## src/rtl/cpu_pkg.sv

```systemverilog
// rtl/cpu_pkg.sv - shared fetch types and constants
package cpu_pkg;
  localparam int XLEN = 32;
  localparam logic [31:0] NOP_INSTR = 32'h0000_0000;
  localparam int INSTR_BYTES = 4;

  typedef enum logic {FETCH, FLUSH} fetch_state_t;

  typedef struct packed {
    logic [XLEN-1:0] pc;
    logic [31:0]     instr;
  } fetch_entry_t;
endpackage

```

## src/rtl/fetch_fifo.sv

```systemverilog
// rtl/fetch_fifo.sv - prefetch queue, synchronous FIFO with combinational head
module fetch_fifo #(
  parameter int DEPTH = 4,
  parameter type entry_t = logic [31:0],
  localparam int AW = $clog2(DEPTH)
) (
  input  logic        clk,
  input  logic        rst,
  input  logic        push,
  input  entry_t      push_data,
  input  logic        pop,
  input  logic        flush,
  output entry_t      head,
  output logic        full,
  output logic        empty,
  output logic [AW:0] count
);
  entry_t      mem [DEPTH];
  logic [AW:0] wptr, rptr;
  logic        do_push, do_pop;

  // Extra pointer bit tells full from empty when the index bits match.
  assign count   = wptr - rptr;
  assign empty   = (wptr == rptr);
  assign full    = (wptr[AW] != rptr[AW]) && (wptr[AW-1:0] == rptr[AW-1:0]);
  assign do_pop  = pop && !empty;
  assign do_push = push && (!full || do_pop);
  assign head    = mem[rptr[AW-1:0]];

  always_ff @(posedge clk or posedge rst) begin
    if (rst) begin
      wptr <= '0;
      rptr <= '0;
    end else if (flush) begin
      wptr <= '0;
      rptr <= '0;
    end else begin
      if (do_push) wptr <= wptr + (AW+1)'(1);
      if (do_pop)  rptr <= rptr + (AW+1)'(1);
    end
  end

  always_ff @(posedge clk) begin
    if (do_push && !flush) mem[wptr[AW-1:0]] <= push_data;
  end
endmodule

```

## src/rtl/fetch_unit.sv

```systemverilog
// rtl/fetch_unit.sv - instruction fetch front end: PC, request credits, flush FSM
module fetch_unit #(
  parameter int XLEN = cpu_pkg::XLEN,
  parameter logic [XLEN-1:0] RESET_VECTOR = 32'h0000_0000,
  parameter int DEPTH = 4,
  localparam int CW = $clog2(DEPTH) + 1
) (
  input  logic            clk,
  input  logic            rst,
  output logic            imem_req_valid,
  input  logic            imem_req_ready,
  output logic [XLEN-1:0] imem_req_addr,
  input  logic            imem_rsp_valid,
  input  logic [31:0]     imem_rsp_data,
  input  logic            redirect_valid,
  input  logic [XLEN-1:0] redirect_pc,
  output logic            out_valid,
  input  logic            out_ready,
  output logic [31:0]     out_instr,
  output logic [XLEN-1:0] out_pc,
  output logic [CW-1:0]   q_count
);
  import cpu_pkg::*;

  fetch_state_t    state, state_next;
  logic [XLEN-1:0] fetch_pc, rsp_pc, redirect_aligned;
  logic [CW-1:0]   outstanding, outstanding_next;
  logic [CW:0]     credit_used;
  logic            req_fire, rsp_fire, push, empty, full;
  fetch_entry_t    push_entry, head;

  // Requests in flight plus buffered words never exceed the queue size.
  assign credit_used      = {1'b0, outstanding} + {1'b0, q_count};
  assign imem_req_valid   = (state == FETCH) && !rst && (credit_used < (CW+1)'(DEPTH));
  assign imem_req_addr    = fetch_pc;
  assign req_fire         = imem_req_valid && imem_req_ready;
  assign rsp_fire         = imem_rsp_valid;
  assign outstanding_next = outstanding + CW'(req_fire) - CW'(rsp_fire);
  assign push             = rsp_fire && (state == FETCH) && !redirect_valid;
  assign redirect_aligned = redirect_pc & ~XLEN'(3);
  assign push_entry.pc    = rsp_pc;
  assign push_entry.instr = imem_rsp_data;

  fetch_fifo #(.DEPTH(DEPTH), .entry_t(fetch_entry_t)) u_fifo (
    .clk       (clk),
    .rst       (rst),
    .push      (push),
    .push_data (push_entry),
    .pop       (out_ready),
    .flush     (redirect_valid),
    .head      (head),
    .full      (full),
    .empty     (empty),
    .count     (q_count)
  );

  assign out_valid = !empty;
  assign out_instr = empty ? NOP_INSTR : head.instr;
  assign out_pc    = empty ? '0 : head.pc;

  always_ff @(posedge clk or posedge rst) begin
    if (rst) state <= FETCH;
    else     state <= state_next;
  end

  always_comb begin
    state_next = state;
    if (redirect_valid)
      state_next = (outstanding_next != '0) ? FLUSH : FETCH;
    else if (state == FLUSH && outstanding_next == '0)
      state_next = FETCH;
  end

  always_ff @(posedge clk or posedge rst) begin
    if (rst) begin
      fetch_pc    <= RESET_VECTOR;
      rsp_pc      <= RESET_VECTOR;
      outstanding <= '0;
    end else begin
      outstanding <= outstanding_next;
      if (redirect_valid) begin
        fetch_pc <= redirect_aligned;
        rsp_pc   <= redirect_aligned;
      end else begin
        if (req_fire) fetch_pc <= fetch_pc + XLEN'(INSTR_BYTES);
        if (push)     rsp_pc   <= rsp_pc + XLEN'(INSTR_BYTES);
      end
    end
  end

  // Memory must not answer without a pending request; credits keep the queue from overflowing.
  always_ff @(posedge clk) begin
    if (!rst && rsp_fire) assert (outstanding != '0);
    if (!rst && push && full) assert (out_ready);
  end
endmodule

```

## config.mk

```make
export PLATFORM = sky130hd
export DESIGN_NAME = fetch_unit
export DESIGN_NICKNAME = d
export VERILOG_FILES = /design/src/rtl/cpu_pkg.sv /design/src/rtl/fetch_fifo.sv /design/src/rtl/fetch_unit.sv
export SDC_FILE = /design/constraint.sdc
export NUM_CORES = 1
export LEC_CHECK = 0
export ABC_AREA = 1
export BUFFER_PORTS_ARGS = -buffer_cell sky130_fd_sc_hd__buf_2
export CORE_UTILIZATION = 60
export DETAILED_ROUTE_END_ITERATION = 10
export GPL_ROUTABILITY_DRIVEN = 0
export PLACE_DENSITY = 0.82
export SKIP_CTS_REPAIR_TIMING = 1
export SLEW_MARGIN = 10
export SYNTH_ARGS = -nofsm -noshare
export SYNTH_HDL_FRONTEND = slang
export SYNTH_SLANG_ARGS = --single-unit
```

## constraint.sdc

```tcl
create_clock -name clk -period 13.9 [get_ports clk]
set_input_delay 0 -clock clk [delete_from_list [all_inputs] [get_ports clk]]
set_output_delay 0 -clock clk [all_outputs]
set_load 0.05 [all_outputs]
```

==> results of run 1 <==
[cell type report]
type                       instances  share of cell area [%]
tap                              319                    2.30
multi-input combinational        993                    27.5
clock inverter                    16                   0.896
sequential                       318                    53.1
timing repair buffer             243                    9.13
clock buffer                      40                    4.67
inverter                         109                    2.38
[cell usage in the layout (no fill, tap or decap), types with 12 or more instances in the layout]
master and n:
nand3_1 61, nor2_2 16, o211ai_1 12, buf_2 164, dfrtp_1 68, ha_1 13, nor3_1 15, dlygate4sd3_1 67
nor2_4 13, a21oi_1 77, o21ai_0 156, nor2_1 308, xor2_1 12, edfxtp_1 248, inv_1 101, nand2_1 240
buf_4 12, clkbuf_16 31
[where the power goes]
| group | switching [mW] | internal [mW] |
|---|---|---|
| clock | 0.333 | 0.463 |
| sequential | 0.0879 | 1.10 |
| combinational | 0.973 | 0.289 |
| total | 1.39 | 1.85 |
[final timing paths]
path,end,slack [ns],from,depth (start not counted)
min reg2reg,u_fifo.wptr[2]$_DFFE_PP0P_,0.55,u_fifo.wptr[2]$_DFFE_PP0P_,1
max in group asynchronous,rsp_pc[3]$_DFFE_PP0N_,12.35,rst,5
max,state$_DFFE_PP0P_,9.89,u_fifo.rptr[0]$_DFFE_PP0P_,19
min in group asynchronous,u_fifo.rptr[2]$_DFFE_PP0P_,0.46,rst,4
max reg2reg,state$_DFFE_PP0P_,9.89,u_fifo.rptr[0]$_DFFE_PP0P_,19
min,outstanding[1]$_DFF_PP0_,-0.01,imem_rsp_valid,4
[tightest hold or removal path: cells and delay by family]
kind | cells | cell delay [ns]
buffers and inverters | 2 | 0.15
adder cells (fa/ha/maj) | 2 | 0.34
[per-stage QoR]
stage | area [µm²] | setup slack (ns) | hold WS (ns) | total power [mW]
2_1_floorplan | 14700 | 9.24 | 0.0989 | 2.14
3_3_place_gp | 15700 | 9.99 | -0.111 | 2.41
3_5_place_dp | 15700 | 9.89 | -0.111 | 2.44
4_1_cts | 16700 | 9.87 | -0.681 | 3.24
5_1_grt | 17300 | 9.62 | 0.00223 | 3.41
6_report | 17300 | 9.89 | -0.0121 | 3.25
[per-layer routing]
layer	track usage [%]	vias to the layer above	part of all wire, %
met3	4.46	71	8.9
met5	0	-	0
met2	45.8	557	49
met4	9.98	0	2.6
li1	-	5412	-
met1	34.4	5347	40
[kinds of logic (layout without fill, tap and decap cells)]
group	after synthesis	after routing	share of synthesized area [%]
fa+ha+maj	15	15	1.38
other cells	1	4	0.0256
simple gates	689	689	20.2
xor+xnor	17	17	1.02
buf+inv	173	408	4.94
flops	318	318	62.8
compound gates	268	268	9.68
[flip-flops by register name, indices dropped and copies added, names as in the netlist]
| name | count |
|---|---|
| state | 1 |
| outstanding | 3 |
| u_fifo.rptr | 3 |
| rsp_pc | 30 |
| u_fifo.wptr | 3 |
| imem_req_addr | 30 |
| u_fifo.mem | 248 |
==> flow_summary.json, run 1 <==
{
  "status": "finished, violations left",
  "violations": "negative hold slack",
  "track_usage_pct": 26.8,
  "n_fill_cell": 1580,
  "drc": 0,
  "yosys.area.top_type": "edfxtp_1",
  "crit_path_frequent_cell": "inv_1",
  "netlist_area_um2": 14700,
  "antenna_cells": 0,
  "synth-edff-count": 248,
  "clk_pin_slew_ns": 0.06,
  "stdcell_count": 2038,
  "wl_per_cell_um": 17.0,
  "synthCells": 1481,
  "yosys-top-cells-count": "nor2_1, edfxtp_1, nand2_1",
  "drt-total-wl_um": 34600,
  "finalClockSkew_ns": 0.0226,
  "ys_ff_latch": 318,
  "post-place-cells": 1915,
  "drive_gt1_share_pct": 16.3,
  "dp_hpwl_um": 20200,
  "grt.overflow.total": 0,
  "crit_required_ns": 14.33,
  "grt_max_degree": 123,
  "avgSynthCellArea_um2": 9.89,
  "p_leak_nw": 6.95,
  "setup.worst_path.class": "flip-flop to flip-flop",
  "grt_pass1_wl_um": 51800,
  "worst_pin_slew_ns": 1.11,
  "final_max_slew_viol_count": 0,
  "path_cells": "ha_1, inv_1, fa_1, xor2_1, inv_1, ha_1, nor2_1, nand2_1, inv_1, nand3_4, ha_1, inv_1, ha_1, inv_1, fa_1, inv_1, or2_2, o22ai_1, inv_1",
  "layout.nets": 1780,
  "path_buf_inv": 7,
  "end_kind": "flip-flop",
  "ys.flop_type": "edfxtp_1",
  "drtPass1Iterations": 8,
  "synth_warnings": 0,
  "cts_buffers": 30,
  "period_share_pct": 28.9,
  "multiInputGateArea_um2": 4760,
  "rsz0062_at_grt": "false",
  "numPortBuffers": 164,
  "hold_path.class": "input port to flip-flop",
  "synth.area.top_cells": "edfxtp_1, dfrtp_1, nor2_1, nand2_1, o21ai_0",
  "synth_top_area_share_pct": 50.8,
  "clk_path_buf_depth": 3,
  "period_needed_ns": 4.01,
  "final_util_pct": 73.1,
  "cap_violations": 0,
  "htree_num_levels": 1,
  "setup_tns_ns": 0,
  "die_x_um": 158,
  "core_um2": 23700,
  "die_area_um2": 25000,
  "pin_count": 171,
  "cp_slowest_cell": "dfrtp_4",
  "seq_area_frac_synth_pct": 62.8,
  "yosysMostFrequentCell": "nor2_1",
  "ir_worst_vdd_mv": 0.126,
  "clock_sink_count": 318,
  "setup_viol": 0,
  "antenna_found_initial": 0,
  "critPathTopFamily": "adder cells",
  "clkLatencyLatePin_ns": 0.56,
  "crit_fanout": 48,
  "hold_viol": 2,
  "die_h_um": 158,
  "cts_tree": "done",
  "startpoint_type": "flip-flop",
  "slew_headroom_pct": 26.1,
  "area_growth_pct": 18.2,
  "seqCellArea_um2": 9200,
  "grt_pass1_vias": 10497,
  "p_per_area_nw_per_um2": 187,
  "cp.arrival_ns": 4.45,
  "antenna_left": 0,
  "floorplan.initialDensity_pct": 61.9,
  "routed-via-count": 11387,
  "synth.distinct_cells": 49,
  "max_freq_ghz": 0.249,
  "hold_ws_ns": -0.0121,
  "crit_path_max_incr_delay_ns": 0.77,
  "root_buffer": "clkbuf_16",
  "rows": 56,
  "via_per_inst": 5.59,
  "async_reset_ff_share_pct": 22.0,
  "first_iter_violations": 940
}
Power figures use the tool's default switching activity.
==> run 2: changes to the inputs <==
--- a/config.mk
+++ b/config.mk
@@ -7,10 +7,10 @@
 export LEC_CHECK = 0
 export ABC_AREA = 1
 export BUFFER_PORTS_ARGS = -buffer_cell sky130_fd_sc_hd__buf_2
-export CORE_UTILIZATION = 60
+export CORE_UTILIZATION = 59
 export DETAILED_ROUTE_END_ITERATION = 10
 export GPL_ROUTABILITY_DRIVEN = 0
-export PLACE_DENSITY = 0.82
+export PLACE_DENSITY = 0.81
 export SKIP_CTS_REPAIR_TIMING = 1
 export SLEW_MARGIN = 10
 export SYNTH_ARGS = -nofsm -noshare
==> constraint.sdc (replaced) <==
create_clock -name clk -period 3.8 [get_ports clk]
set_input_delay 0 -clock clk [delete_from_list [all_inputs] [get_ports clk]]
set_output_delay 0 -clock clk [all_outputs]
set_load 0.05 [all_outputs]
==> run 2 against run 1 <==
The flow still finishes with violations (negative hold slack). Highest routed layer unchanged. Critical endpoint is now out_instr[10]. Sequential power rose to 3.6 times the previous value. Cell area up 0.34%. Clock power rose to 3.5 times the previous value. Worst setup slack worse by 9.6 ns. Non-clock buffer count up 5. Combinational power rose to 3.8 times the previous value. Flip-flop and latch count unchanged. Critical path type is now flip-flop to primary output. Final cell count up 0.49%. Critical path depth down 9. First-iteration DRC count up 9.0%.
==> flow_summary.json, run 2 (same netlist as run 1, synthesis figures left out) <==
{
  "status": "finished, violations left",
  "violations": "negative hold slack",
  "clock_sink_count": 318,
  "cp_slowest_cell": "buf_4",
  "swShare_pct": 43.7,
  "setup_viol": 0,
  "final_common_cell": "nor2_1",
  "final_area_um2": 17400,
  "cap_violations": 0,
  "min_delay_path_depth": 6,
  "drtPass1Iterations": 5,
  "antenna_found_initial": 0,
  "p_int_mw": 6.66,
  "finalClockSkew_ns": 0.0137,
  "max_freq_ghz": 0.283,
  "dp_hpwl_um": 22200,
  "die_x_um": 160,
  "switchingPower_mw": 5.17,
  "n_fill_cell": 1678,
  "area_growth_pct": 18.6,
  "antenna_cells": 0,
  "track_usage_pct": 27.5,
  "via_per_inst": 5.63,
  "crit_path_max_incr_delay_ns": 0.62,
  "cts_tree": "done",
  "cp.arrival_ns": 3.53,
  "first_iter_violations": 1025,
  "final_util_pct": 71.5,
  "layout.nets": 1785,
  "grt_max_degree": 103,
  "drt-total-wl_um": 36400,
  "numPortBuffers": 164,
  "htree_num_levels": 1,
  "worst_pin_slew_ns": 1.14,
  "rows": 57,
  "cts_buffers": 30,
  "pwr-share-seq_pct": 36.4,
  "ir_worst_vdd_mv": 0.446,
  "period_needed_ns": 3.53,
  "post-place-cells": 1927,
  "startpoint_type": "flip-flop",
  "die_h_um": 160,
  "setup.worst_path.class": "flip-flop to primary output",
  "grt_pass1_wl_um": 55300,
  "setup_tns_ns": 0,
  "slew_headroom_pct": 24.3,
  "combPwrFrac_pct": 40.0,
  "finalPower_mw": 11.8,
  "largest_reg_flops": 248,
  "p_leak_nw": 6.96,
  "hold_ws_ns": -0.0418,
  "path_cells": "inv_2, buf_4, ha_1, nand2_1, inv_1, nand3_1, inv_2, buf_4, a21oi_1, buf_2",
  "clkLatencyLatePin_ns": 0.54,
  "drive_gt1_share_pct": 16.9,
  "pwr-share-clk_pct": 23.6,
  "hold_viol": 2,
  "reg2reg_depth": 20,
  "crit_required_ns": 3.80,
  "hold_path.class": "input port to flip-flop",
  "rsz0062_at_grt": "false",
  "period_share_pct": 93.0,
  "place_area_um2": 15800,
  "drc": 0,
  "end_kind": "primary output",
  "die_area_um2": 25500,
  "clk_pin_slew_ns": 0.06,
  "clk_path_buf_depth": 3,
  "floorplan.initialDensity_pct": 60.2,
  "root_buffer": "clkbuf_16",
  "grt_pass1_vias": 10796,
  "antenna_left": 0,
  "routed-via-count": 11532,
  "crit_fanout": 64,
  "grt.overflow.total": 0,
  "final_cell_mix": "nor2_1, edfxtp_1, nand2_1",
  "stdcell_count": 2048,
  "core_um2": 24300,
  "final_max_slew_viol_count": 0,
  "p_per_area_nw_per_um2": 681,
  "pin_count": 171,
  "wl_per_cell_um": 17.8
}
[run 2: cell types whose count changed in the layout (fill, tap and decap cells not counted), moves of 2 or more]
cell,delta
inv_1,-2
buf_12,+5
clkbuf_1,-3
clkinv_1,+5
dlygate4sd3_1,-3
inv_2,+2
bufinv_16,-2
buf_4,+3
[run 2: final timing paths]
path | startpoint | end | slack [ns]
worst max-delay path | u_fifo.rptr[1]$_DFFE_PP0P_ | out_instr[10] | 0.27
max in group asynchronous | rst | rsp_pc[17]$_DFFE_PP0N_ | 2.59
worst min-delay path | imem_rsp_valid | rsp_pc[5]$_DFFE_PP0N_ | -0.04
min in group asynchronous | rst | u_fifo.rptr[0]$_DFFE_PP0P_ | 0.26
worst max register to register | u_fifo.wptr[0]$_DFFE_PP0P_ | state$_DFFE_PP0P_ | 0.31
worst min register to register | u_fifo.wptr[2]$_DFFE_PP0P_ | u_fifo.wptr[2]$_DFFE_PP0P_ | 0.52
[run 2: layout make-up]
class	count	area [µm²]	share of cell area, %
clock buffers	37	798	4.59
clock inverters	19	115	0.662
inverters	109	412	2.37
multi-input cells	993	4770	27.4
flip-flops and latches	318	9210	53.0
well taps	324	405	2.33
repair buffers	248	1670	9.63
[run 2: metrics by stage]
| step | hold slack [ns] | worst slack, ns |
|---|---|---|
| 2_1_floorplan | 0.0989 | -0.698 |
| 3_3_place_gp | 0.210 | 0.266 |
| 3_5_place_dp | 0.219 | 0.170 |
| 4_1_cts | -0.343 | 0.149 |
| 5_1_grt | 0.00672 | 0.0265 |
| 6_report | -0.0418 | 0.267 |
[run 2: power groups by stage]
stage	combinational, mW	clock, mW	sequential (mW)
finish	4.73	2.79	4.30
global route	5.06	2.96	4.33
CTS	4.66	2.82	4.29
detailed placement	4.63	0	4.36
global placement	4.53	0	4.34
floorplan	3.39	0	4.44
[run 2: worst max-delay path, delay by kind of cell, from the launching register on]
family,cells,cell delay (ns)
buf+inv,6,2.01
fa+ha+maj,1,0.25
flops,1,0.41
simple gates,2,0.19
compound gates,1,0.11
[run 2: metal layers]
layer / vias up / GRT usage, % / routed length [µm]
met1: 5470 / 36.8 / 14500
met5: - / 0 / 0
met3: 73 / 3.91 / 3050
li1: 5431 / - / -
met2: 558 / 46.8 / 18100
met4: 0 / 8.22 / 794
